## src/rtl/uart_query_pkg.sv

```systemverilog
// Shared protocol constants, axis type and FSM state encoding for the
// accelerometer query initiator.
package uart_query_pkg;

  localparam logic [7:0] CMD_X   = 8'd120;
  localparam logic [7:0] CMD_Y   = 8'd121;
  localparam logic [7:0] CMD_Z   = 8'd122;
  localparam logic [7:0] RSP_HDR = 8'd118;

  typedef logic [1:0] axis_t;

  localparam axis_t AXIS_ILLEGAL = 2'd3;

  typedef enum logic [2:0] {
    ST_IDLE     = 3'd0,
    ST_LAUNCH   = 3'd1,
    ST_WAIT_HDR = 3'd2,
    ST_WAIT_LO  = 3'd3,
    ST_WAIT_HI  = 3'd4,
    ST_RESP     = 3'd5
  } state_t;

  function automatic logic [7:0] axis_to_cmd(input axis_t axis);
    case (axis)
      2'd0:    return CMD_X;
      2'd1:    return CMD_Y;
      default: return CMD_Z;
    endcase
  endfunction

endpackage

```

## src/rtl/query_timer.sv

```systemverilog
// Clearable, enabled, saturating cycle counter; expired stays high once the
// limit is reached until the counter is cleared.
module query_timer #(
  parameter int unsigned LIMIT = 5_000_000
) (
  input  logic clk,
  input  logic rst,
  input  logic clear,
  input  logic enable,
  output logic expired
);

  localparam int unsigned W = (LIMIT < 1) ? 1 : $clog2(LIMIT + 1);
  localparam logic [W-1:0] LIMIT_W = W'(LIMIT);

  logic [W-1:0] count_q, count_d;

  always_comb begin
    count_d = count_q;
    if (clear)
      count_d = '0;
    else if (enable && (count_q != LIMIT_W))
      count_d = count_q + 1'b1;
  end

  always_ff @(posedge clk) begin
    if (rst)
      count_q <= '0;
    else
      count_q <= count_d;
  end

  assign expired = (count_q == LIMIT_W);

endmodule

```

## src/rtl/accel_query_initiator.sv

```systemverilog
// Host-side initiator: sends one axis command byte to the UART transmitter and
// assembles the 3-byte reply into a 16-bit sample, with timeout reporting.
module accel_query_initiator
  import uart_query_pkg::*;
#(
  parameter int unsigned TIMEOUT_CYCLES = 5_000_000
) (
  input  logic        CLK_50,
  input  logic        rst,
  input  logic        req_valid,
  input  logic [1:0]  req_axis,
  output logic        req_ready,
  output logic        TxD_start,
  output logic [7:0]  TxD_data,
  input  logic        TxD_busy,
  input  logic        RxD_data_ready,
  input  logic [7:0]  RxD_data,
  output logic        rsp_valid,
  output logic [1:0]  rsp_axis,
  output logic [15:0] rsp_data,
  output logic        rsp_error,
  output logic        busy
);

  state_t      state_q, state_d;
  axis_t       axis_q, axis_d;
  logic [7:0]  lo_q, lo_d;
  logic [7:0]  tx_data_q, tx_data_d;
  logic        tx_start_q, tx_start_d;
  logic        req_ready_q, req_ready_d;
  logic        busy_q, busy_d;
  logic        rsp_valid_q, rsp_valid_d;
  axis_t       rsp_axis_q, rsp_axis_d;
  logic [15:0] rsp_data_q, rsp_data_d;
  logic        rsp_error_q, rsp_error_d;
  logic        timer_clear, timer_en, expired, timeout;

  query_timer #(
    .LIMIT (TIMEOUT_CYCLES)
  ) u_timer (
    .clk     (CLK_50),
    .rst     (rst),
    .clear   (timer_clear),
    .enable  (timer_en),
    .expired (expired)
  );

  assign timer_en = (state_q != ST_IDLE) && (state_q != ST_RESP);

  // Outputs are registered, so the start pulse and response strobe are
  // decided one cycle ahead from the next state.
  always_comb begin
    state_d     = state_q;
    axis_d      = axis_q;
    lo_d        = lo_q;
    tx_data_d   = tx_data_q;
    tx_start_d  = 1'b0;
    rsp_axis_d  = rsp_axis_q;
    rsp_data_d  = rsp_data_q;
    rsp_error_d = rsp_error_q;
    timer_clear = 1'b0;
    timeout     = 1'b0;

    case (state_q)
      ST_IDLE: begin
        if (req_valid && req_ready_q) begin
          if (req_axis == AXIS_ILLEGAL) begin
            state_d     = ST_RESP;
            rsp_axis_d  = req_axis;
            rsp_data_d  = '0;
            rsp_error_d = 1'b1;
          end else begin
            state_d     = ST_LAUNCH;
            axis_d      = req_axis;
            tx_data_d   = axis_to_cmd(req_axis);
            timer_clear = 1'b1;
            tx_start_d  = !TxD_busy;
          end
        end
      end
      ST_LAUNCH: begin
        if (expired)
          timeout = 1'b1;
        else if (tx_start_q)
          state_d = ST_WAIT_HDR;
        else
          tx_start_d = !TxD_busy;
      end
      ST_WAIT_HDR: begin
        if (RxD_data_ready) begin
          if (RxD_data == RSP_HDR)
            state_d = ST_WAIT_LO;
        end else if (expired) begin
          timeout = 1'b1;
        end
      end
      ST_WAIT_LO: begin
        if (RxD_data_ready) begin
          lo_d    = RxD_data;
          state_d = ST_WAIT_HI;
        end else if (expired) begin
          timeout = 1'b1;
        end
      end
      ST_WAIT_HI: begin
        if (RxD_data_ready) begin
          state_d     = ST_RESP;
          rsp_axis_d  = axis_q;
          rsp_data_d  = {RxD_data, lo_q};
          rsp_error_d = 1'b0;
        end else if (expired) begin
          timeout = 1'b1;
        end
      end
      ST_RESP: state_d = ST_IDLE;
      default: state_d = ST_IDLE;
    endcase

    if (timeout) begin
      state_d     = ST_RESP;
      rsp_axis_d  = axis_q;
      rsp_data_d  = '0;
      rsp_error_d = 1'b1;
    end

    req_ready_d = (state_d == ST_IDLE);
    busy_d      = !req_ready_d;
    rsp_valid_d = (state_d == ST_RESP);
  end

  always_ff @(posedge CLK_50) begin
    if (rst) begin
      state_q     <= ST_IDLE;
      axis_q      <= '0;
      lo_q        <= '0;
      tx_data_q   <= '0;
      tx_start_q  <= 1'b0;
      req_ready_q <= 1'b1;
      busy_q      <= 1'b0;
      rsp_valid_q <= 1'b0;
      rsp_axis_q  <= '0;
      rsp_data_q  <= '0;
      rsp_error_q <= 1'b0;
    end else begin
      state_q     <= state_d;
      axis_q      <= axis_d;
      lo_q        <= lo_d;
      tx_data_q   <= tx_data_d;
      tx_start_q  <= tx_start_d;
      req_ready_q <= req_ready_d;
      busy_q      <= busy_d;
      rsp_valid_q <= rsp_valid_d;
      rsp_axis_q  <= rsp_axis_d;
      rsp_data_q  <= rsp_data_d;
      rsp_error_q <= rsp_error_d;
    end
  end

  assign req_ready = req_ready_q;
  assign busy      = busy_q;
  assign TxD_start = tx_start_q;
  assign TxD_data  = tx_data_q;
  assign rsp_valid = rsp_valid_q;
  assign rsp_axis  = rsp_axis_q;
  assign rsp_data  = rsp_data_q;
  assign rsp_error = rsp_error_q;

endmodule
```

## config.mk

```make
export PLATFORM = sky130hd
export DESIGN_NAME = accel_query_initiator
export DESIGN_NICKNAME = d
export VERILOG_FILES = /design/src/rtl/uart_query_pkg.sv /design/src/rtl/query_timer.sv /design/src/rtl/accel_query_initiator.sv
export SDC_FILE = /design/constraint.sdc
export NUM_CORES = 1
export LEC_CHECK = 0
export ABC_AREA = 1
export ABC_CLOCK_PERIOD_IN_PS = 2200
export CAP_MARGIN = 20
export CORE_MARGIN = 5
export CORE_UTILIZATION = 55
export DETAILED_ROUTE_END_ITERATION = 8
export PLACE_DENSITY_LB_ADDON = 0.3
export SETUP_SLACK_MARGIN = 0.2
export SLEW_MARGIN = 20
export SYNTH_ARGS = -nofsm -noshare
export SYNTH_HDL_FRONTEND = slang
export SYNTH_SLANG_ARGS = --single-unit
```

## constraint.sdc

```tcl
create_clock -name CLK_50 -period 2.2 [get_ports CLK_50]
set_input_delay 0.44 -clock CLK_50 [delete_from_list [all_inputs] [get_ports CLK_50]]
set_output_delay 0.44 -clock CLK_50 [all_outputs]
set_load 0.02 [all_outputs]
```

==> results of run 1 <==
tightest hold or removal path, stage by stage (launching register included):
cell and delay (ns):
dfxtp_1 0.31, nand2_1 0.06, nand2_1 0.04
cell type report:
type,instances,area share (%)
Clock buffer,9,3.04
Multi-Input combinational cell,358,44.0
Timing Repair Buffer,51,12.1
Clock inverter,7,3.07
Tap cell,75,2.31
Inverter,54,5.04
Sequential cell,62,30.5
cell usage after synthesis:
master / number
a21oi_1: 35
a21oi_2: 10
and2_1: 1
buf_2: 7
buf_4: 8
buf_6: 1
buf_8: 1
clkbuf_1: 2
clkinv_1: 3
conb_1: 1
dfxtp_1: 62
ha_1: 2
inv_1: 40
inv_2: 10
inv_4: 1
nand2_1: 138
nand2_2: 4
nand2_4: 2
nand3_1: 34
nand3_2: 11
nand3b_1: 2
nand4_1: 9
nand4_4: 1
nor2_1: 61
nor2_2: 3
nor2_4: 2
nor2_8: 1
nor3_1: 10
nor3_2: 1
nor4_1: 1
o21ai_0: 14
o21ai_1: 2
o21bai_1: 1
xnor2_1: 1
xor2_1: 10
state kept, by name (all words and copies together) (netlist names):
name / flops
rsp_error: 1
TxD_data: 3
busy: 1
rsp_valid: 1
TxD_start: 1
axis_q: 2
state_q: 3
rsp_data: 16
req_ready: 1
lo_q: 8
rsp_axis: 2
u_timer.count_q: 23
routing by layer:
metal  part of all wire [%]  wire length [um]  global-route usage [%]  up-vias
li1                       -                 -                       -     1655
met1                     47              3790                    30.0     1506
met2                     46              3700                    35.2      100
met3                    6.0               488                    5.64       18
met4                    1.9               153                    8.52        0
met5                      0                 0                       0        -
power breakdown:
group / internal [mW] / leakage (nW) / switching [mW]
clock network: 0.768 / 0.125 / 0.505
logic: 0.173 / 0.933 / 0.323
registers: 1.16 / 0.501 / 0.0309
total: 2.10 / 1.56 / 0.859
cells by family after synthesis:
group           count (synthesis)
xor+xnor                       11
flops                          62
simple gates                  281
buf+inv                        73
compound gates                 62
other cells                     1
fa+ha+maj                       2
placed cells by master (no fill, tap or decap), drive strengths merged:
| cell type | synthesis | layout |
|---|---|---|
| a21oi | 45 | 45 |
| and2 | 1 | 1 |
| buf | 17 | 8 |
| bufinv | 0 | 3 |
| clkbuf | 2 | 9 |
| clkdlybuf4s50 | 0 | 43 |
| clkinv | 3 | 3 |
| conb | 1 | 2 |
| dfxtp | 62 | 62 |
| ha | 2 | 2 |
| inv | 51 | 55 |
| nand2 | 144 | 144 |
| nand3 | 45 | 45 |
| nand3b | 2 | 2 |
| nand4 | 10 | 10 |
| nor2 | 67 | 67 |
| nor3 | 11 | 11 |
| nor4 | 1 | 1 |
| o21ai | 16 | 16 |
| o21bai | 1 | 1 |
| xnor2 | 1 | 1 |
| xor2 | 10 | 10 |
metrics by stage:
stage / hold slack (ns) / utilization (%) / setup WS, ns
detailed placement: 0.440 / 64.4 / 0.187
floorplan: 0.438 / - / 0.660
finish: 0.449 / 68.7 / 0.365
global route: 0.488 / 68.7 / 0.210
global placement: 0.432 / 64.4 / 0.268
CTS: 0.455 / 68.6 / 0.304
worst paths after layout:
kind | from | cells after the start | endpoint
hold / removal | TxD_data[1] | 2 | TxD_data[1]
hold reg to reg | TxD_data[1] | 2 | TxD_data[1]
setup / recovery | u_timer.count_q[0] | 11 | rsp_axis[1]
setup reg to reg | u_timer.count_q[0] | 11 | rsp_axis[1]
==> impl_metrics.yaml, run 1 <==
outcome:
  status: "complete, no violations"
layout:
  regArea_um2: 1240
  multi_input_area_um2: 1790
  final_cells: 616
  layout-drive-gt1-share_pct: 13.3
  final_nets: 553
  final_cell_area_um2: 4070
  antenna_cells: 0
  area_delta_synth_final_pct: 21.4
  num-fill-cells: 492
synth:
  synth_fa_ha_area_share_pct: 0.747
  synth-seq-cells: 62
  synth-compound-area-share_pct: 10.5
  yosys.area_share.simple_pct: 38.8
  synth_top_family_by_area: "simple AND/OR/NAND/NOR gates"
  avgSynthCellArea_um2: 6.81
  ys_warn_count: 0
  synth_xor_area_share_pct: 2.87
  synth.area.mux_share_pct: 0
  synth_area_um2: 3350
  syn_inst: 492
  synth.distinct_cells: 35
  yosys-top-cells-area: "dfxtp_1 37%, nand2_1 15%, nor2_1 6.8%"
  synth_largest_area_cell: "dfxtp_1"
  synth_top_area_share_pct: 37.0
  yosysSeqAreaShare_pct: 37.0
timing:
  final-setup-viol-count: 0
  period_needed_ns: 1.84
  timing.fmax_mhz: 545
  fin_skew_ns: 0.0108
  maxSlewViolCount: 0
  finalCritPeriodShare_pct: 83.4
  hold_viol: 0
  rsz0062_at_grt: "no"
  setup_tns_ns: 0
drt:
  wl_per_cell_um: 13.2
  vias: 3279
  drtPass1Iterations: 5
  wl_um: 8130
  drc: 0
  via_per_inst: 5.32
  ant_nets: 0
  drtIter0Drc: 235
clocking:
  clock_sinks: 62
  cts-buffers-inserted: 9
  holdBufCountCts: 0
  cts.repair.resized: 0
  post_cts_buffers: 0
  cts_tree: "yes"
  cts_buffer_depth: 2
  htreeDepth: 3
  clk-insertion-delay-late_ns: 0.35
  cts-root-buf: "clkbuf_8"
  clk_pin_slew_ns: 0.08
setup_path:
  critPathLaunchType: "flip-flop"
  crit_family: "simple AND/OR/NAND/NOR gates"
  r2r_slack_ns: 0.36
  cp_num_buf_inv: 1
  max_stage_delay_ns: 0.37
  end_kind: "flip-flop"
  worst_ep_required_time_ns: 2.44
  path_class: "flip-flop to flip-flop"
  path_max_fanout: 8
  critPathSlowestCell: "dfxtp_1"
  critPathArrivalTime_ns: 2.08
  path_cells: "inv_1 > ha_1 > nand2_1 > nor2_1 > nand2_1 > nor2_2 > nand4_4 > nand2_2 > nand2_1 > nor2_1 > nor2_1"
floorplan:
  rows: 28
  io_pins: 46
  start_util_pct: 56.6
  die_w_um: 88.1
  die_area_um2: 7760
  fp.dieH_um: 88.1
  placeableCoreArea_um2: 5920
grt:
  grt_pass1_wl_um: 13800
  antenna_found_initial: 0
  grt_pass1_vias: 3058
  grt_max_degree: 24
  grtUsageTotal_pct: 22.5
  grt_overflow: 0
flow_run:
  max-cap-violations: 0
power:
  leakage_nw: 1.56
  peakVddDrop_mv: 0.586
  p_per_area_nw_per_um2: 727
  p_total_mw: 2.96
placement:
  placed_area_um2: 3810
  port_buffers: 43
  gp_congestion: 0.947
  dpl.cell_count: 600
  hpwl_um: 5840
hold_path:
  hp-class: "flip-flop to flip-flop"
Note: power is estimated with default switching activity, not from simulation.
==> run 2, diff against run 1 <==
--- a/config.mk
+++ b/config.mk
@@ -6,7 +6,7 @@
 export NUM_CORES = 1
 export LEC_CHECK = 0
 export ABC_AREA = 1
-export ABC_CLOCK_PERIOD_IN_PS = 2200
+export ABC_CLOCK_PERIOD_IN_PS = 1800
 export CAP_MARGIN = 20
 export CORE_MARGIN = 5
 export CORE_UTILIZATION = 55
==> constraint.sdc (replaced) <==
create_clock -name CLK_50 -period 1.8 [get_ports CLK_50]
set_input_delay 0.36 -clock CLK_50 [delete_from_list [all_inputs] [get_ports CLK_50]]
set_output_delay 0.36 -clock CLK_50 [all_outputs]
set_load 0.02 [all_outputs]
==> impl_metrics.yaml, run 2 (same netlist as run 1, synthesis figures left out) <==
outcome:
  status: "complete, no violations"
timing:
  final-setup-viol-count: 0
  timing.fmax_mhz: 617
  finalCritPeriodShare_pct: 90.1
  setup_tns_ns: 0
  fin_skew_ns: 0.0132
  maxSlewViolCount: 0
  hold_viol: 0
  period_needed_ns: 1.62
  rsz0062_at_grt: "yes"
setup_path:
  end_kind: "flip-flop"
  max_stage_delay_ns: 0.37
  worst_ep_required_time_ns: 2.05
  path_class: "flip-flop to flip-flop"
  path_common_cell: "nand2_4"
  path_max_fanout: 8
  critPathLaunchType: "flip-flop"
  critPathSlowestCell: "dfxtp_4"
  cp_num_buf_inv: 1
  path_cells: "inv_4 > ha_4 > nand2_4 > nor2_4 > nand2_2 > nor2_4 > nand4_4 > nand2_4 > nand2_4 > nor2_2 > nor2_1"
  crit_family: "simple AND/OR/NAND/NOR gates"
  critPathArrivalTime_ns: 1.87
grt:
  grt_pass1_wl_um: 14500
  antenna_found_initial: 0
  grt_overflow: 0
  grt_max_degree: 17
  grtUsageTotal_pct: 23.9
  grt_pass1_vias: 3166
power:
  p_total_mw: 3.60
  p_per_area_nw_per_um2: 836
  leakage_nw: 1.78
  peakVddDrop_mv: 0.614
clocking:
  cts_buffer_depth: 2
  clk_pin_slew_ns: 0.08
  cts-buffers-inserted: 9
  cts-root-buf: "clkbuf_8"
  cts_tree: "yes"
  holdBufCountCts: 0
  clk-insertion-delay-late_ns: 0.36
  htreeDepth: 3
  clock_sinks: 62
drt:
  via_per_inst: 5.40
  ant_nets: 0
  drtIter0Drc: 364
  drc: 0
  wl_um: 8770
  wl_per_cell_um: 13.9
  drtPass1Iterations: 5
  vias: 3396
layout:
  regArea_um2: 1260
  layout-drive-gt1-share_pct: 22.0
  antenna_cells: 0
  multi_input_area_um2: 1920
  final_cell_mix: "130 x nand2_1, 53 x nor2_1, 52 x dfxtp_1, 36 x inv_1, 33 x a21oi_1"
  top_register: "u_timer.count_q"
  area_delta_synth_final_pct: 28.3
  num-fill-cells: 478
  mostFrequentLayoutCell: "nand2_1"
  largest_reg_flops: 23
  final_nets: 566
floorplan:
  placeableCoreArea_um2: 5920
  fp.dieH_um: 88.1
  die_area_um2: 7760
  start_util_pct: 56.6
  die_w_um: 88.1
  io_pins: 46
  rows: 28
flow_run:
  max-cap-violations: 0
placement:
  hpwl_um: 6220
  gp_congestion: 0.962
  port_buffers: 43
hold_path:
  hp-class: "flip-flop to flip-flop"
## run 2: layer usage
| metal | share of wire, % | global-route usage, % | vias up |
|---|---|---|---|
| li1 | - | - | 1682 |
| met1 | 45 | 32.1 | 1566 |
| met2 | 46 | 36.5 | 126 |
| met3 | 6.5 | 6.11 | 22 |
| met4 | 2.5 | 9.75 | 0 |
| met5 | 0 | 0 | - |
## run 2: path summary, 6_finish.rpt
| path | cells past startpoint | slack (ns) | endpoint | from |
|---|---|---|---|---|
| worst max-delay path | 11 | 0.18 | rsp_axis[0] | u_timer.count_q[0] |
| worst min-delay path | 2 | 0.44 | TxD_data[1] | TxD_data[1] |
| worst max register to register | 11 | 0.18 | rsp_axis[0] | u_timer.count_q[0] |
| worst min register to register | 2 | 0.44 | TxD_data[1] | TxD_data[1] |
## run 2: stage by stage
step / util [%] / hold slack (ns) / setup slack [ns] / cell area (um2) / cells
2_1_floorplan: - / 0.432 / 0.260 / 3360 / 493
3_3_place_gp: 66.2 / 0.431 / 0.0603 / 3920 / 611
3_5_place_dp: 66.2 / 0.443 / 0.0579 / 3920 / 611
4_1_cts: 70.3 / 0.450 / 0.206 / 4160 / 629
5_1_grt: 72.7 / 0.482 / 0.0463 / 4300 / 629
6_report: 72.7 / 0.445 / 0.179 / 4300 / 629
## run 2: timing repair
item / in CTS / in global routing
setup endpoints to repair: 56 / 53
resized for setup: 41 / 45
pin swaps: 3 / 10
setup buffers: 2 / 0
## run 2: tightest hold or removal path, delay by kind of cell (launching register included)
kind	cells	cell delay, ns
flip-flops	1	0.31
AND/OR/NAND/NOR	2	0.10
## run 2: layout make-up
type                    count  share of cell area, %
repair buffers             64                   13.7
inverters                  54                   4.89
flip-flops and latches     62                   29.3
well taps                  75                   2.18
clock buffers               9                   2.88
clock inverters             7                   2.41
multi-input cells         358                   44.7
## run 2: power by group
group / switching [mW] / internal, mW / total (mW)
sequential: 0.0398 / 1.42 / 1.46
combinational: 0.447 / 0.271 / 0.718
clock: 0.620 / 0.798 / 1.42
==> run 3, diff against run 2 <==
--- a/config.mk
+++ b/config.mk
@@ -7,7 +7,7 @@
 export LEC_CHECK = 0
 export ABC_AREA = 1
 export ABC_CLOCK_PERIOD_IN_PS = 1800
-export CAP_MARGIN = 20
+export CORE_ASPECT_RATIO = 0.8
 export CORE_MARGIN = 5
 export CORE_UTILIZATION = 55
 export DETAILED_ROUTE_END_ITERATION = 8
==> impl_metrics.yaml, run 3 (same netlist as run 1, synthesis figures left out) <==
floorplan:
  die_area_um2: 7770
  die_w_um: 97.3
  rows: 25
  placeableCoreArea_um2: 5910
  io_pins: 46
  fp.dieH_um: 79.8
  start_util_pct: 56.7
drt:
  ant_nets: 0
  drc: 0
  wl_per_cell_um: 14.1
  drtPass1Iterations: 5
  wl_um: 9140
  vias: 3551
  via_per_inst: 5.49
  drtIter0Drc: 281
power:
  p_clk_share_pct: 36.1
  power.switching_mw: 1.07
  peakVddDrop_mv: 0.655
  p_per_area_nw_per_um2: 784
  p_int_mw: 2.35
  leakage_nw: 1.83
  seqPwrFrac_pct: 42.7
  switching_share_pct: 31.2
  power_frac_comb_pct: 21.3
layout:
  area_delta_synth_final_pct: 30.2
  largest_reg_flops: 23
  final_cell_mix: "133 x nand2_1, 54 x dfxtp_1, 52 x nor2_1, 37 x inv_1, 34 x a21oi_1"
  final_nets: 578
  mostFrequentLayoutCell: "nand2_1"
  antenna_cells: 0
  final_cell_area_um2: 4360
  layout-drive-gt1-share_pct: 22.3
  num-fill-cells: 453
  top_register: "u_timer.count_q"
setup_path:
  path_max_fanout: 8
  path_class: "flip-flop to flip-flop"
  max_stage_delay_ns: 0.34
  critPathLaunchType: "flip-flop"
  crit_family: "simple AND/OR/NAND/NOR gates"
  critPathArrivalTime_ns: 1.84
  end_kind: "flip-flop"
  worstSetupPathDepth: 10
  cp_num_buf_inv: 2
  critPathSlowestCell: "dfxtp_2"
  reg2reg_depth: 10
  path_cells: "inv_2 > ha_4 > nand2_2 > nor2_4 > nand2_2 > nor2_4 > nand4_4 > nand2_4 > clkbuf_16 > a21oi_2"
  worst_ep_required_time_ns: 2.05
placement:
  port_buffers: 43
  hpwl_um: 6570
  gp_congestion: 0.924
  placed_area_um2: 4000
grt:
  grt_pass1_wl_um: 14900
  grtUsageTotal_pct: 23.9
  grt_pass1_vias: 3213
  grtUsageMet1_pct: 31.7
  met3_usage_pct: 7.42
  antenna_found_initial: 0
  busiest_layer: "met2"
  grt_max_degree: 17
  grt_overflow: 0
  use_met2_pct: 36.9
clocking:
  cts_buffer_depth: 2
  cts_tree: "yes"
  htreeDepth: 3
  clk_pin_slew_ns: 0.07
  clock_sinks: 62
  cts-buffers-inserted: 9
  cts-root-buf: "clkbuf_8"
  clk-insertion-delay-late_ns: 0.35
timing:
  fin_skew_ns: 0.0103
  setup_tns_ns: 0
  rsz0062_at_grt: "yes"
  period_needed_ns: 1.59
  finalCritPeriodShare_pct: 88.3
  maxSlewViolCount: 0
  hold_viol: 0
  timing.fmax_mhz: 629
  final-setup-viol-count: 0
flow_run:
  max-cap-violations: 0
hold_path:
  min_delay_path_depth: 2
  hp-class: "flip-flop to flip-flop"
outcome:
  status: "complete, no violations"
run 3: cell types whose count changed in the layout (fill, tap and decap cells not counted), sizes merged:
cell / change
buf: +11
clkinv: +4
clkbuf: +1
bufinv: -1
inv: -3
run 3: path summary, 6_finish.rpt:
| path | from | end | slack (ns) |
|---|---|---|---|
| max | u_timer.count_q[1] | rsp_data[14] | 0.21 |
| min | TxD_data[1] | TxD_data[1] | 0.46 |
| max reg2reg | u_timer.count_q[1] | rsp_data[14] | 0.21 |
| min reg2reg | TxD_data[1] | TxD_data[1] | 0.46 |
run 3: layer usage:
| metal | vias up | wire length (um) |
|---|---|---|
| met2 | 188 | 3990 |
| met1 | 1633 | 4080 |
| met3 | 29 | 838 |
| met4 | 0 | 230 |
| met5 | - | 0 |
| li1 | 1701 | - |
run 3: power by group through the flow:
stage | Clock (mW) | Combinational (mW) | Sequential (mW)
3_3_place_gp | 0 | 0.666 | 1.48
2_1_floorplan | 0 | 0.383 | 1.52
3_5_place_dp | 0 | 0.681 | 1.49
4_1_cts | 1.25 | 0.690 | 1.46
6_report | 1.23 | 0.728 | 1.46
5_1_grt | 1.31 | 0.786 | 1.46
run 3: worst register-to-register path: stages, from the launching register on:
cell and delay, ns:
dfxtp_2 0.34, inv_2 0.08, ha_4 0.15, nand2_2 0.06
nor2_4 0.10, nand2_2 0.08, nor2_4 0.12, nand4_4 0.20
nand2_4 0.18, clkbuf_16 0.17, a21oi_2 0.03
run 3: area by class of cell:
type                    instances  area (um2)  area share [%]
multi-input cells             358        1880            43.1
flip-flops and latches         62        1250            28.7
repair buffers                 76         721            16.5
inverters                      54         208            4.76
clock buffers                   9         124            2.84
well taps                      81         101            2.32
clock inverters                 7        75.1            1.72
run 3: stage by stage:
step                total power [mW]  setup slack [ns]  util [%]  cells  hold slack, ns
floorplan                       1.90             0.260         -    493           0.432
global placement                2.15            0.0417      67.6    623           0.435
detailed placement              2.17            0.0122      67.6    623           0.440
CTS                             3.40             0.200      71.6    644           0.454
global route                    3.56             0.109      73.8    647           0.469
finish                          3.42             0.210      73.8    647           0.459
run 3: what timing repair did:
action / 4_1_cts / 5_1_grt
pin swaps: 8 / 5
gates resized for setup: 43 / 29
endpoints found under the setup margin: 60 / 49
cloned: 0 / 1
hold buffers: 0 / 0
hold endpoints to repair: 0 / 0
setup buffers: 5 / 2
